===== src/rtl/mprj_io_serial_loader.sv =====
`default_nettype none
// ============================================================================
//  Module      : mprj_io_serial_loader
//  Description : Serial configuration loader for the user-project GPIO chain.
//                On xfer_start it walks the pads from IO_PADS-1 down to 0.
//                For each pad it reads the control word from the mprj_ctrl
//                register file and shifts it MSB first into the daisy-chained
//                gpio_control_block shift registers. It then strobes
//                serial_load so that every pad applies its new setting at
//                the same time.
//
//  Ports       : wb_clk_i         in   system clock (only clock)
//                wb_rst_i         in   synchronous reset, active high
//                xfer_start       in   single-cycle start request
//                cfg_rd_addr      out  pad index presented to the register file
//                cfg_rd_data      in   control word, valid 1 cycle after addr
//                xfer_busy        out  transfer in progress
//                xfer_done        out  1-cycle pulse at transfer completion
//                serial_clock     out  chain shift clock
//                serial_data_out  out  chain data, changes only with clock low
//                serial_load      out  latch strobe for the whole chain
//
//  Revision    : 1.0  initial release
// ============================================================================
module mprj_io_serial_loader #(
    parameter int IO_PADS       = 38,
    parameter int PAD_CTRL_BITS = 13,
    parameter int CLK_DIV       = 2,
    localparam int ADDR_W       = (IO_PADS > 1) ? $clog2(IO_PADS) : 1
) (
    input  logic              wb_clk_i,
    input  logic              wb_rst_i,
    input  logic              xfer_start,
    output logic [ADDR_W-1:0] cfg_rd_addr,
    input  logic [PAD_CTRL_BITS-1:0] cfg_rd_data,
    output logic              xfer_busy,
    output logic              xfer_done,
    output logic              serial_clock,
    output logic              serial_data_out,
    output logic              serial_load
);

    // One counter serves both the per-phase divider in SHIFT and the
    // 2*CLK_DIV load strobe, so it is sized for the larger of the two.
    localparam int BIT_W = (PAD_CTRL_BITS > 1) ? $clog2(PAD_CTRL_BITS) : 1;
    localparam int DIV_W = (CLK_DIV > 0) ? $clog2(2 * CLK_DIV) : 1;

    localparam logic [DIV_W-1:0]  c_phase_last = DIV_W'(CLK_DIV - 1);
    localparam logic [DIV_W-1:0]  c_load_last  = DIV_W'(2 * CLK_DIV - 1);
    localparam logic [BIT_W-1:0]  c_bit_last   = BIT_W'(PAD_CTRL_BITS - 1);
    localparam logic [ADDR_W-1:0] c_pad_first  = ADDR_W'(IO_PADS - 1);

    typedef enum logic [2:0] {
        ST_IDLE    = 3'd0,
        ST_FETCH_A = 3'd1,
        ST_FETCH_D = 3'd2,
        ST_SHIFT   = 3'd3,
        ST_LOAD    = 3'd4,
        ST_DONE    = 3'd5
    } state_t;

    state_t                   r_state;
    state_t                   w_state_next;

    logic [ADDR_W-1:0]        r_pad_idx;
    logic [BIT_W-1:0]         r_bit_cnt;
    logic [DIV_W-1:0]         r_div_cnt;
    logic                     r_phase;      // 0: clock low half, 1: clock high half
    logic [PAD_CTRL_BITS-1:0] r_shreg;

    logic                     w_phase_end;
    logic                     w_bit_end;
    logic                     w_pad_end;
    logic                     w_load_end;

    assign w_phase_end = (r_div_cnt == c_phase_last);
    assign w_bit_end   = w_phase_end && r_phase;
    assign w_pad_end   = w_bit_end && (r_bit_cnt == c_bit_last);
    assign w_load_end  = (r_div_cnt == c_load_last);

    // ------------------------------------------------------------------
    // State register
    // ------------------------------------------------------------------
    always_ff @(posedge wb_clk_i) begin
        if (wb_rst_i) begin
            r_state <= ST_IDLE;
        end else begin
            r_state <= w_state_next;
        end
    end

    // ------------------------------------------------------------------
    // Next-state and output decode. Outputs depend only on registered
    // state, so there is no input-to-output combinational path.
    // ------------------------------------------------------------------
    always_comb begin
        w_state_next    = r_state;
        cfg_rd_addr     = r_pad_idx;
        xfer_busy       = 1'b0;
        xfer_done       = 1'b0;
        serial_clock    = 1'b0;
        serial_data_out = 1'b0;
        serial_load     = 1'b0;

        unique case (r_state)
            ST_IDLE: begin
                cfg_rd_addr = '0;
                if (xfer_start) begin
                    w_state_next = ST_FETCH_A;
                end
            end
            ST_FETCH_A: begin
                xfer_busy    = 1'b1;
                w_state_next = ST_FETCH_D;
            end
            ST_FETCH_D: begin
                xfer_busy    = 1'b1;
                w_state_next = ST_SHIFT;
            end
            ST_SHIFT: begin
                xfer_busy       = 1'b1;
                serial_clock    = r_phase;
                serial_data_out = r_shreg[PAD_CTRL_BITS-1];
                if (w_pad_end) begin
                    w_state_next = (r_pad_idx == '0) ? ST_LOAD : ST_FETCH_A;
                end
            end
            ST_LOAD: begin
                xfer_busy   = 1'b1;
                serial_load = 1'b1;
                if (w_load_end) begin
                    w_state_next = ST_DONE;
                end
            end
            ST_DONE: begin
                // Start requests here are dropped: the FSM always returns
                // to IDLE first.
                xfer_done    = 1'b1;
                w_state_next = ST_IDLE;
            end
            default: begin
                w_state_next = ST_IDLE;
            end
        endcase
    end

    // ------------------------------------------------------------------
    // Datapath: pad index, bit counter, clock divider and shift register
    // ------------------------------------------------------------------
    always_ff @(posedge wb_clk_i) begin
        if (wb_rst_i) begin
            r_pad_idx <= '0;
            r_bit_cnt <= '0;
            r_div_cnt <= '0;
            r_phase   <= 1'b0;
            r_shreg   <= '0;
        end else begin
            unique case (r_state)
                ST_IDLE: begin
                    r_div_cnt <= '0;
                    r_phase   <= 1'b0;
                    if (xfer_start) begin
                        r_pad_idx <= c_pad_first;
                    end
                end
                ST_FETCH_D: begin
                    // Read data returned for the address driven in FETCH_A.
                    r_shreg   <= cfg_rd_data;
                    r_bit_cnt <= '0;
                    r_div_cnt <= '0;
                    r_phase   <= 1'b0;
                end
                ST_SHIFT: begin
                    if (w_phase_end) begin
                        r_div_cnt <= '0;
                        if (r_phase) begin
                            // End of the high half: advance to the next bit
                            // so data only moves while the clock goes low.
                            r_phase   <= 1'b0;
                            r_shreg   <= {r_shreg[PAD_CTRL_BITS-2:0], 1'b0};
                            r_bit_cnt <= r_bit_cnt + 1'b1;
                            if (w_pad_end && (r_pad_idx != '0)) begin
                                r_pad_idx <= r_pad_idx - 1'b1;
                            end
                        end else begin
                            r_phase <= 1'b1;
                        end
                    end else begin
                        r_div_cnt <= r_div_cnt + 1'b1;
                    end
                end
                ST_LOAD: begin
                    if (w_load_end) begin
                        r_div_cnt <= '0;
                    end else begin
                        r_div_cnt <= r_div_cnt + 1'b1;
                    end
                end
                default: begin
                end
            endcase
        end
    end

endmodule
`default_nettype wire


===== config.mk =====
export PLATFORM = sky130hd
export DESIGN_NAME = mprj_io_serial_loader
export DESIGN_NICKNAME = d
export VERILOG_FILES = /design/src/rtl/mprj_io_serial_loader.sv
export SDC_FILE = /design/constraint.sdc
export NUM_CORES = 1
export LEC_CHECK = 0
export CORE_UTILIZATION = 40
export CTS_CLUSTER_DIAMETER = 60
export DETAILED_ROUTE_END_ITERATION = 12
export HOLD_SLACK_MARGIN = 0.05
export PLACE_DENSITY = 0.67
export SETUP_SLACK_MARGIN = 0.3
export SLEW_MARGIN = 20
export SYNTH_ARGS = -nofsm -noshare
export SYNTH_HDL_FRONTEND = slang
export SYNTH_SLANG_ARGS = --single-unit

===== constraint.sdc =====
create_clock -name wb_clk_i -period 3.05 [get_ports wb_clk_i]
set_input_delay 0.305 -clock wb_clk_i [delete_from_list [all_inputs] [get_ports wb_clk_i]]
set_output_delay 0.305 -clock wb_clk_i [all_outputs]
set_load 0.01 [all_outputs]

==> impl_metrics.ini <==
[drt]
vias = 1440
ant_nets = 0
vias_per_cell = 5.29
drt_iter0_drc = 101
wl_per_cell_um = 12.2
drt-total-wl_mm = 3.32
first_pass_iters = 4
drc_errors = 0

[timing]
tns_ns = 0
relSlewSlack_pct = 53.4
finalCritPeriodShare_pct = 78.4
finalSetupViolations = 0
worst_pin_slew_ns = 0.694
min_period_ns = 2.39
finalHoldViolCount = 0
slew_violations = 0
max_freq_mhz = 418
fin_skew_ns = 0.00442
setup_slack_ns = 0.658
worst_hold_slack_ns = 0.471
grt_setup_unrepaired = false

[setup_path]
r2r_start = r_state[0]
cp.arrival_ns = 2.09
critPathLaunch = r_state[0]
crit_fanout = 18
path_cells = and3b_1 > buf_4 > and2_1 > clkdlybuf4s50_1
end_kind = primary output
r2r_cells = 4
slowest_delay_ns = 0.71
critical_path_class = reg2out
start_kind = flop
cp.required_ns = 2.74
crit_slowest_cell = dfxtp_1

[global_routing]
grt_antenna_before_repair = 0
grt_pass1_vias = 1202
grt_usage_pct = 16.5
grt_pass1_wl_mm = 5.24
grt_max_degree = 26
gr-total-overflow = 0

[yosys]
syn-num-nets = 222
ys.flop_type = dfxtp_1
syn_area_mm2 = 0.00159
ys_seq_area_share_pct = 36.5
async_reset_ff_share_pct = 0
syn_avg_cell_area_um2 = 7.96
ys_warn_count = 0
yosysUniqueCellTypes = 41
synthCells = 200
ys_ff_latch = 29
synth_edf_count = 0

[floorplanning]
die_h_um = 65.1
io_pins = 27
rows = 22
initial_core_util_pct = 42.5
die_area_mm2 = 0.00423
core_mm2 = 0.00374
die_w_um = 65.1

[place]
place.gp.congestion = 0.767
dp_hpwl_mm = 2.19
dp_worst_setup_slack_ns = 0.962
port_buffers = 26

[power_and_ir_drop]
leakage_uw = 0.000725
finalPower_uw = 1030
peakVddDrop_uv = 307
power_density_mw_per_mm2 = 511

[final_layout]
utilization_pct = 53.8
insertedDiodeCount = 0
nets = 245
syn_to_final_growth_pct = 26.6
drive_above_1_share_pct = 7.14
nFillCells = 358

[run]
drv_cap = 0

[clocking]
clk_latency_ns = 0.28
ctsResizeCount = 0
cts_tree = yes
numCtsBuffers = 5
cts_sinks = 29
path_clk_slew_ns = 0.06
clockRootBuffer = clkbuf_8
ctsLongestPathBuffers = 2
post-cts-setup-buffer-count = 0
cts-htree-levels = 2
cts_hold_buffers = 0

[min_path]
hold_class = reg2reg
min_from = r_shreg[0]
hold_depth = 2

[status]
outcome = complete, no violations
registers in the layout, indices dropped and copies added, names as in the netlist:
register	count
r_state	3
r_shreg	13
r_bit_cnt	4
r_phase	1
r_div_cnt	2
r_pad_idx	6
report_power, final:
group          leakage (µW)  total (µW)  internal [µW]  switching [µW]
Sequential         0.000237         423            401            22.3
Clock             0.0000681         472            324             148
Combinational      0.000420         135           64.4            70.1
Total              0.000725        1030            789             241
cells by family after synthesis:
logic type               Yosys count  share of synthesized area, %
adder cells (fa/ha/maj)            6                          4.72
AO/OA/AOI/OAI                     48                          22.1
AND/OR/NAND/NOR                   88                          27.9
buffers and inverters             25                          6.45
multiplexers                       1                         0.707
flip-flops                        29                          36.5
XOR/XNOR                           3                          1.65
placed cells by master (no fill, tap or decap), drive strengths merged, types with 6 or more instances in the layout:
cell type and instances:
a21oi 10, a311oi 13, clkdlybuf4s50 26, dfxtp 29
ha 6, inv 11, nand2 29, nor2 24
nor3 10
synth_stat cells, types with 5 or more instances:
| library cell | n | area [µm²] |
|---|---|---|
| dfxtp_1 | 29 | 581 |
| nand2b_1 | 5 | 31.3 |
| a311oi_1 | 13 | 114 |
| ha_1 | 6 | 75.1 |
| nor3_1 | 10 | 50.1 |
| nor2b_1 | 5 | 31.3 |
| clkbuf_1 | 9 | 33.8 |
| a21oi_1 | 9 | 45.0 |
| inv_1 | 11 | 41.3 |
| nor2_1 | 24 | 90.1 |
| nand2_1 | 29 | 109 |
layer usage:
metal,part of all wire (%),global-route usage (%),routed length (µm),vias to the layer above
li1,-,-,-,754
met1,51,21.2,1690,652
met2,42,24.5,1410,28
met3,4.7,4.40,157,6
met4,2.0,9.78,65,0
met5,0,0,0,-
stage by stage:
stage / std cells / area (µm²)
4_1_cts: 272 / 2010
5_1_grt: 272 / 2010
3_5_place_dp: 264 / 1880
3_3_place_gp: 264 / 1880
2_1_floorplan: 200 / 1590
6_report: 272 / 2010
critical path: cells and delay by family (launching register included):
kind          cells  cell delay (ns)
simple gates      2             0.39
buf+inv           2             0.71
flops             1             0.71
path summary, 6_finish.rpt:
path,slack (ns),endpoint
worst min-delay path,0.47,r_shreg[0]
worst min register to register,0.47,r_shreg[0]
worst max-delay path,0.66,serial_data_out
worst max register to register,1.08,r_pad_idx[1]
layout make-up:
type / count / area [µm²] / share of cell area, %
sequential: 29 / 581 / 28.8
timing repair buffer: 30 / 290 / 14.4
inverter: 11 / 41.3 / 2.05
clock inverter: 3 / 65.1 / 3.23
clock buffer: 5 / 68.8 / 3.42
tap: 48 / 60.1 / 2.98
multi-input combinational: 146 / 908 / 45.1
No activity file was read; power rests on OpenSTA's default activity.
